**src/rtl/denise_colortable_ctrl.sv**
```systemverilog
// Colour-RAM write scheduler: captures COLORxx/BPLCON3 bus writes, queues colour
// writes and arbitrates them against a whole-palette clear onto one write port.
module denise_colortable_ctrl #(
    parameter int unsigned FIFO_DEPTH   = 4,
    parameter bit          CLR_ON_RESET = 1'b1,
    parameter logic [8:0]  BPLCON3_ADR  = 9'h106
) (
    input  logic        clk,
    input  logic        reset_n,
    input  logic        clk7_en,
    input  logic [8:1]  reg_address_in,
    input  logic [15:0] data_in,
    input  logic        clr_req,
    output logic        clr_busy,
    output logic        fifo_ovf,
    output logic [2:0]  bank,
    output logic        loct,
    output logic        ram_wr_en,
    output logic [7:0]  ram_wr_adr,
    output logic [31:0] ram_wr_dat,
    output logic [3:0]  ram_wr_bs
);

    localparam int unsigned PTR_W = (FIFO_DEPTH > 1) ? $clog2(FIFO_DEPTH) : 1;
    localparam int unsigned CNT_W = PTR_W + 1;

    typedef struct packed {
        logic [2:0]  bank;
        logic        loct;
        logic [4:0]  idx;
        logic [11:0] dat;
    } entry_t;

    typedef enum logic {S_IDLE, S_CLEAR} state_t;

    state_t            state_q, state_d;
    logic [7:0]        clr_cnt_q, clr_cnt_d;
    logic              start_q, start_d;
    logic              busy_q, busy_d;
    logic              ovf_q, ovf_d;
    logic [2:0]        bank_q, bank_d;
    logic              loct_q, loct_d;
    logic              wr_en_q, wr_en_d;
    logic [7:0]        wr_adr_q, wr_adr_d;
    logic [31:0]       wr_dat_q, wr_dat_d;
    logic [3:0]        wr_bs_q, wr_bs_d;
    entry_t            mem_q [FIFO_DEPTH];
    entry_t            mem_d [FIFO_DEPTH];
    logic [PTR_W-1:0]  wr_ptr_q, wr_ptr_d, rd_ptr_q, rd_ptr_d;
    logic [CNT_W-1:0]  count_q, count_d;

    logic   bpl_hit_c, col_hit_c, start_clr_c, pop_c, push_c;
    entry_t head_c, new_c;
    logic   unused_bits_c;

    assign unused_bits_c = ^{data_in[12], data_in[10], BPLCON3_ADR[0]};

    // Bus decode and FIFO handshakes; clear always wins over a pop
    always_comb begin
        bpl_hit_c   = clk7_en && (reg_address_in == BPLCON3_ADR[8:1]);
        col_hit_c   = clk7_en && (reg_address_in[8:6] == 3'b110);
        start_clr_c = (state_q == S_IDLE) && (clr_req || start_q);
        pop_c       = (state_q == S_IDLE) && !start_clr_c && (count_q != '0);
        push_c      = col_hit_c && ((count_q != CNT_W'(FIFO_DEPTH)) || pop_c);
        head_c      = mem_q[rd_ptr_q];
        new_c.bank  = bank_q;
        new_c.loct  = loct_q;
        new_c.idx   = reg_address_in[5:1];
        new_c.dat   = data_in[11:0];
    end

    // Capture registers and colour-write queue
    always_comb begin
        bank_d   = bank_q;
        loct_d   = loct_q;
        mem_d    = mem_q;
        wr_ptr_d = wr_ptr_q;
        rd_ptr_d = rd_ptr_q;
        count_d  = count_q;
        ovf_d    = ovf_q | (col_hit_c & ~push_c);
        if (bpl_hit_c) begin
            bank_d = data_in[15:13];
            loct_d = data_in[9];
        end
        if (push_c) begin
            mem_d[wr_ptr_q] = new_c;
            wr_ptr_d        = wr_ptr_q + PTR_W'(1);
        end
        if (pop_c) begin
            rd_ptr_d = rd_ptr_q + PTR_W'(1);
        end
        case ({push_c, pop_c})
            2'b10:   count_d = count_q + CNT_W'(1);
            2'b01:   count_d = count_q - CNT_W'(1);
            default: count_d = count_q;
        endcase
    end

    // Clear sequencer and write-port arbitration
    always_comb begin
        state_d   = state_q;
        clr_cnt_d = clr_cnt_q;
        start_d   = 1'b0;
        busy_d    = 1'b0;
        wr_en_d   = 1'b0;
        wr_adr_d  = wr_adr_q;
        wr_dat_d  = wr_dat_q;
        wr_bs_d   = wr_bs_q;
        case (state_q)
            S_IDLE: begin
                if (start_clr_c) begin
                    state_d   = S_CLEAR;
                    clr_cnt_d = 8'd1;
                    busy_d    = 1'b1;
                    wr_en_d   = 1'b1;
                    wr_adr_d  = 8'd0;
                    wr_dat_d  = 32'd0;
                    wr_bs_d   = 4'b1111;
                end else if (pop_c) begin
                    wr_en_d  = 1'b1;
                    wr_adr_d = {head_c.bank, head_c.idx};
                    wr_dat_d = {4'b0, head_c.dat, 4'b0, head_c.dat};
                    wr_bs_d  = head_c.loct ? 4'b0011 : 4'b1111;
                end
            end
            S_CLEAR: begin
                busy_d    = 1'b1;
                wr_en_d   = 1'b1;
                wr_adr_d  = clr_cnt_q;
                wr_dat_d  = 32'd0;
                wr_bs_d   = 4'b1111;
                clr_cnt_d = clr_cnt_q + 8'd1;
                if (clr_cnt_q == 8'hFF) begin
                    state_d = S_IDLE;
                end
            end
            default: state_d = S_IDLE;
        endcase
    end

    always_ff @(posedge clk or negedge reset_n) begin
        if (!reset_n) begin
            state_q   <= S_IDLE;
            clr_cnt_q <= 8'd0;
            start_q   <= CLR_ON_RESET;
            busy_q    <= 1'b0;
            ovf_q     <= 1'b0;
            bank_q    <= 3'd0;
            loct_q    <= 1'b0;
            wr_en_q   <= 1'b0;
            wr_adr_q  <= 8'd0;
            wr_dat_q  <= 32'd0;
            wr_bs_q   <= 4'd0;
            wr_ptr_q  <= '0;
            rd_ptr_q  <= '0;
            count_q   <= '0;
            for (int unsigned i = 0; i < FIFO_DEPTH; i++) begin
                mem_q[i] <= '0;
            end
        end else begin
            state_q   <= state_d;
            clr_cnt_q <= clr_cnt_d;
            start_q   <= start_d;
            busy_q    <= busy_d;
            ovf_q     <= ovf_d;
            bank_q    <= bank_d;
            loct_q    <= loct_d;
            wr_en_q   <= wr_en_d;
            wr_adr_q  <= wr_adr_d;
            wr_dat_q  <= wr_dat_d;
            wr_bs_q   <= wr_bs_d;
            wr_ptr_q  <= wr_ptr_d;
            rd_ptr_q  <= rd_ptr_d;
            count_q   <= count_d;
            mem_q     <= mem_d;
        end
    end

    assign clr_busy   = busy_q;
    assign fifo_ovf   = ovf_q;
    assign bank       = bank_q;
    assign loct       = loct_q;
    assign ram_wr_en  = wr_en_q;
    assign ram_wr_adr = wr_adr_q;
    assign ram_wr_dat = wr_dat_q;
    assign ram_wr_bs  = wr_bs_q;

endmodule

```
**config.mk**
```make
export PLATFORM = sky130hd
export DESIGN_NAME = denise_colortable_ctrl
export DESIGN_NICKNAME = d
export VERILOG_FILES = /design/src/rtl/denise_colortable_ctrl.sv
export SDC_FILE = /design/constraint.sdc
export NUM_CORES = 1
export LEC_CHECK = 0
export ABC_AREA = 1
export CORE_MARGIN = 2
export CORE_UTILIZATION = 50
export DETAILED_ROUTE_END_ITERATION = 16
export GPL_TIMING_DRIVEN = 0
export PLACE_DENSITY = 0.74
export SYNTH_ARGS = -nofsm -noshare
export SYNTH_HDL_FRONTEND = slang
export SYNTH_SLANG_ARGS = --single-unit
```
**constraint.sdc**
```tcl
create_clock -name clk -period 2.76 [get_ports clk]
set_clock_uncertainty 0.15 [all_clocks]
set_input_delay 0.276 -clock clk [delete_from_list [all_inputs] [get_ports clk]]
set_output_delay 0.276 -clock clk [all_outputs]
set_load 0.005 [all_outputs]
```
# Word-level counts from Yosys, hierarchy flattened

Index checks and enable logic that the tools add are counted.

$add $sub $neg: 5
Order comparisons: 3
Equal/unequal tests: 8
Muxes and demuxes: 26
Bitwise gates (word level): 6
Reduce and logical (&&, ||, !) cells: 12

Operators with widths:

| operator                                                              | count |
|---|---|
| 84-bit bitwise mux                                                    | 1 |
| 32-bit two-way mux                                                    | 2 |
| 32-bit one-hot mux with 2 select lines                                | 1 |
| 21-bit two-way mux                                                    | 3 |
| 21-bit binary-select mux with 2-bit select                            | 1 |
| 21-bit demux with 2-bit select                                        | 1 |
| 8-bit one-hot mux with 2 select lines                                 | 2 |
| 8-bit two-way mux                                                     | 3 |
| 8-bit == test (second input constant)                                 | 2 |
| 4-bit two-way mux                                                     | 3 |
| 8-bit by 1-bit adder with 8-bit output (second input constant)        | 1 |
| 4-bit one-hot mux with 2 select lines                                 | 1 |
| 1-bit logical AND                                                     | 7 |
| 3-bit greater-or-equal comparator (second input constant)             | 2 |
| 3-bit inequality test (second input constant)                         | 2 |
| 2-bit NOT with 3-bit output                                           | 2 |
| 1-bit one-hot mux with 2 select lines                                 | 3 |
| 3-bit one-hot mux with 2 select lines                                 | 1 |
| 2-bit by 1-bit adder with 2-bit output (second input constant)        | 2 |
| 1-bit two-way mux                                                     | 4 |
| 3-bit by 1-bit adder with 3-bit output (second input constant)        | 1 |
| 3-bit == test (second input constant)                                 | 1 |
| 3-bit by 1-bit < comparator with 1-bit output (second input constant) | 1 |
| 3-bit nonzero test                                                    | 1 |
| other kinds (10)                                                      | 12 |

Bits in registers: 152
Input port bits: 28
Output and inout port bits: 51
Logic and storage cells: 90

# Longest topological paths before layout

Depth in word-level cells: 10
Depth in mapped cells: 11
Gate-level depth less buffers: 11

# Worst setup path after synthesis

OpenSTA, ideal clock, no wires.

Path type: reg-to-reg
From: register count_q[2]
To: register count_q[1]
Library setup time: 0.131 ns
Arrival time: 1.486 ns
Data required time: 2.479 ns
Setup slack: 0.993 ns
Cell stages (with the launch flop): 10
Path buffers: 0
Period minus slack after synthesis: 1.767 ns
Cells stage by stage: dfrtp_1 inv_1 nand3_1 inv_1 nor2_4 nand2_1 fa_1 inv_1 nand2_1 o21ai_0

Word-level cells in the longest chain between the ends: 6
Elaborated cells on any way between the ends: 9
Classes of those cells: eq/ne: 3; mux: 1; reduce/logical: 5

Ends and longest elaborated chain:

| what                                                                               | line | text |
|---|---|---|
| start, declared                                                                    | 50   | `logic [CNT_W-1:0] count_q, count_d;` |
| start signal, assigned                                                             | 174  | `count_q <= count_d;` |
| 3-bit nonzero test                                                                 | 63   | `pop_c = (state_q == S_IDLE) && !start_clr_c && (count_q != '0);` |
| 1-bit logical AND                                                                  | 63   |  |
| 1-bit logical OR                                                                   | 64   | `push_c = col_hit_c && ((count_q != CNT_W'(FIFO_DEPTH)) \|\| pop_c);` |
| 1-bit logical AND                                                                  | 64   |  |
| 2-bit by 1-bit == test with 1-bit output / 2-bit == test (equally long branches)   | 92   | `case ({push_c, pop_c})` |
| 3-bit one-hot mux with 2 select lines / 2-bit nonzero test (equally long branches) | -    |  |

Parallel ways exist; a longest one is shown, timed or not.
A chain may end at the register's enable or synchronous reset.

# Worst setup path in the final report

From: input port reg_address_in[3] (netlist bit)
To: register bank_q[1], in the netlist bank[1]

Word-level cells in the longest chain between the ends: 2

Ends and longest elaborated chain:

| what                 | line | text |
|---|---|---|
| start, declared      | 11   | `input logic [8:1] reg_address_in,` |
| 8-bit == test        | 60   | `bpl_hit_c = clk7_en && (reg_address_in == BPLCON3_ADR[8:1]);` |
| 1-bit logical AND    | 60   |  |
| end signal, assigned | 166  | `bank_q <= bank_d;` |
| end, declared        | 41   | `logic [2:0] bank_q, bank_d;` |

Every way passes these cells.

==> impl_metrics.py <==
metrics = {
    "power": {
        "p_total_w": 0.006249,
        "p_leak_nw": 3.505,
        "power.density_nw_per_um2": 848.6,
        "ir_worst_vdd_uv": 497.0,
    },
    "sta": {
        "fmax_ghz": 0.4869,
        "min_period_ps": 2054,
        "hold_violations": 0,
        "grt_setup_unrepaired": "no",
        "worst_pin_slew_ps": 1156,
        "fin_setup_tns_ps": 0,
        "fin_crit_sh_pct": 74.42,
        "slew_headroom_pct": 22.74,
        "finalSetupViolCount": 0,
        "setup_ws_ps": 706.0,
        "whs_ps": 253.5,
        "slew_viol_final": 0,
    },
    "grt": {
        "grt_pass1_vias": 5130,
        "grt_first_pass_wirelength_um": 25290,
        "use_met2_pct": 41.78,
        "antenna_found_initial": 0,
        "grt-busiest-layer": "met2",
        "grt-ovfl-total": 0,
        "gr-usage-met3_pct": 5.335,
        "groute.usage.overall_pct": 25.75,
        "met1_usage_pct": 33.83,
        "grt_start_max_net_pins": 72,
    },
    "die": {
        "rows": 39,
        "core_um2": 11370,
        "io_pins": 79,
        "dieArea_um2": 12490,
        "die_h_um": 111.7,
        "start_util_pct": 51.05,
        "die_x_um": 111.7,
    },
    "flow_run": {
        "drv_cap": 0,
    },
    "detailed_routing": {
        "ant_nets": 0,
        "wl_per_cell_um": 16.66,
        "firstDrtPassIters": 5,
        "wl_um": 15310,
        "vias": 4985,
        "avgViaCountPerCell": 5.424,
        "drc": 0,
        "first_iter_violations": 453,
    },
    "finish": {
        "layout_common_cells": "nand2_1 (159), dfrtp_1 (129), o21ai_0 (102), clkdlybuf4s50_1 (68), nor2_1 (65)",
        "final_common_cell": "nand2_1",
        "syn_to_final_growth_pct": 26.88,
        "drive_above_1_share_pct": 11.60,
        "fin_nets": 797,
        "fin_area_um2": 7365,
        "nFillCells": 930,
        "multi_input_area_um2": 2081,
        "antenna_cells": 0,
        "seqCellArea_um2": 3254,
    },
    "clocking": {
        "cts_sinks": 130,
        "cts-root-buf": "clkbuf_16",
        "clk_latency_ps": 420,
        "ctsResizeCount": 0,
        "cts_inserted_buffers": 17,
        "postCtsSetupBuffers": 0,
        "clk_pin_slew_worst_paths_ps": 60,
        "htreeDepth": 4,
        "cts_tree": "yes",
        "cts_max_path_buffers": 2,
    },
    "place": {
        "pre_cts_ws_ps": 267.7,
        "hpwlAfterDp_um": 10030,
        "io_buffers": 69,
        "place_area_um2": 6733,
        "gp_congestion": 0.8716,
    },
    "setup_path": {
        "timing.rr.start": "rd_ptr_q[1]$_DFFE_PN0P_",
        "reg2reg_depth": 6,
        "r2r_end": "ram_wr_adr[6]$_DFFE_PN0P_",
        "cp_max_fo": 8,
        "arrival_ps": 2160,
        "r2r_slack_ps": 710,
        "critical_path_required_ps": 2870,
        "critical_path_class": "in -> reg",
        "cp-start-kind": "primary input",
        "critPathCaptureType": "flop",
    },
    "logic_synthesis": {
        "syn_area_um2": 5804,
        "ys_seq_elements": 130,
        "synth_cells": 665,
        "ys_types": 30,
        "yosysSeqAreaShare_pct": 56.07,
        "synth_area_per_cell_um2": 8.728,
        "ys_warn_count": 0,
    },
    "hold_path": {
        "hold_path_class": "in -> async",
    },
    "status": {
        "status": "finished clean",
    },
}
synthesized netlist by cell type:
library cell | count | area (um2)
a21oi_1 | 22 | 110.1
a22o_1 | 2 | 17.52
a31oi_1 | 2 | 12.51
buf_1 | 3 | 11.26
buf_2 | 15 | 75.07
buf_4 | 29 | 217.7
clkbuf_1 | 9 | 33.78
conb_1 | 1 | 3.750
dfrtp_1 | 129 | 3228
dfstp_2 | 1 | 26.28
fa_1 | 1 | 20.02
ha_1 | 5 | 62.56
inv_1 | 39 | 146.4
inv_2 | 4 | 15.01
nand2_1 | 159 | 596.8
nand3_1 | 12 | 60.06
nand3_2 | 4 | 40.04
nand3_4 | 1 | 17.52
nand4_1 | 3 | 18.77
nand4_4 | 1 | 21.27
nor2_1 | 65 | 244.0
nor2_4 | 1 | 11.26
nor3_1 | 1 | 5.000
nor3b_1 | 1 | 7.510
o21ai_0 | 102 | 510.5
o21ai_1 | 37 | 185.2
o21bai_1 | 1 | 7.510
o22ai_1 | 12 | 75.07
or2_2 | 1 | 6.260
xor2_1 | 2 | 17.52
what timing repair did:
action,CTS,global route
setup endpoints to repair,0,0
hold endpoints to repair,59,0
hold buffers,1,0
routing by layer:
metal  part of all wire (%)  wire length, um
met2                     50             7586
met1                     43             6529
met5                      0                0
met3                    5.8              885
met4                    2.0              313
metrics by stage:
| step | instances | utilization [%] |
|---|---|---|
| floorplan | 673 | - |
| global placement | 885 | 58.96 |
| detailed placement | 886 | 59.22 |
| CTS | 919 | 64.77 |
| global route | 919 | 64.77 |
| finish | 919 | 64.77 |
worst max-delay path, cell delays in order:
cell	delay, ps
clkdlybuf4s50_1	400
inv_1	150
nand4_1	180
nor3b_1	970
o21ai_0	180
worst max path at each step:
stage / start / end / slack, ps / cells past startpoint
4_1_cts: reg_address_in[3] / bank[1]$_DFFE_PN0P_ / 650 / 5
2_1_floorplan: count_q[2]$_DFFE_PN0P_ / count_q[1]$_DFFE_PN0P_ / 990 / 9
5_1_grt: reg_address_in[3] / bank[2]$_DFFE_PN0P_ / 540 / 5
3_3_place_gp: reset_n / mem_q[68]$_DFFE_PN0P_ / -3620 / 1
3_5_place_dp: reg_address_in[3] / bank[1]$_DFFE_PN0P_ / 270 / 5
6_report: reg_address_in[3] / bank[1]$_DFFE_PN0P_ / 710 / 5
registers in the layout, summed over array words and instances (netlist names):
signal      flops
bank            3
clr_busy        1
clr_cnt_q       8
count_q         3
fifo_ovf        1
loct            1
mem_q          84
ram_wr_adr      8
ram_wr_bs       2
ram_wr_dat     12
ram_wr_en       1
rd_ptr_q        2
start_q         1
state_q         1
wr_ptr_q        2
area by class of cell:
type / instances / share of cell area (%)
buffer: 56 / 4.587
clock buffer: 21 / 6.388
clock inverter: 11 / 2.056
inverter: 43 / 2.192
multi-input combinational: 444 / 28.25
sequential: 130 / 44.19
tap: 143 / 2.430
timing repair buffer: 71 / 9.905
kinds of logic after synthesis:
| kind of cell | share of synthesized area, % |
|---|---|
| flip-flops | 56.07 |
| AO/OA/AOI/OAI | 15.82 |
| XOR/XNOR | 0.3018 |
| other | 0.06461 |
| adder cells (fa/ha/maj) | 1.423 |
| AND/OR/NAND/NOR | 17.72 |
| buffers and inverters | 8.601 |
report_power, final:
part / internal [W] / total (W) / switching (W)
Sequential: 0.00248 / 0.00281 / 0.000327
Clock: 0.00150 / 0.00236 / 0.000863
Combinational: 0.000465 / 0.00108 / 0.000611
Total: 0.00445 / 0.00625 / 0.00180
No activity file was read; power rests on OpenSTA's default activity.
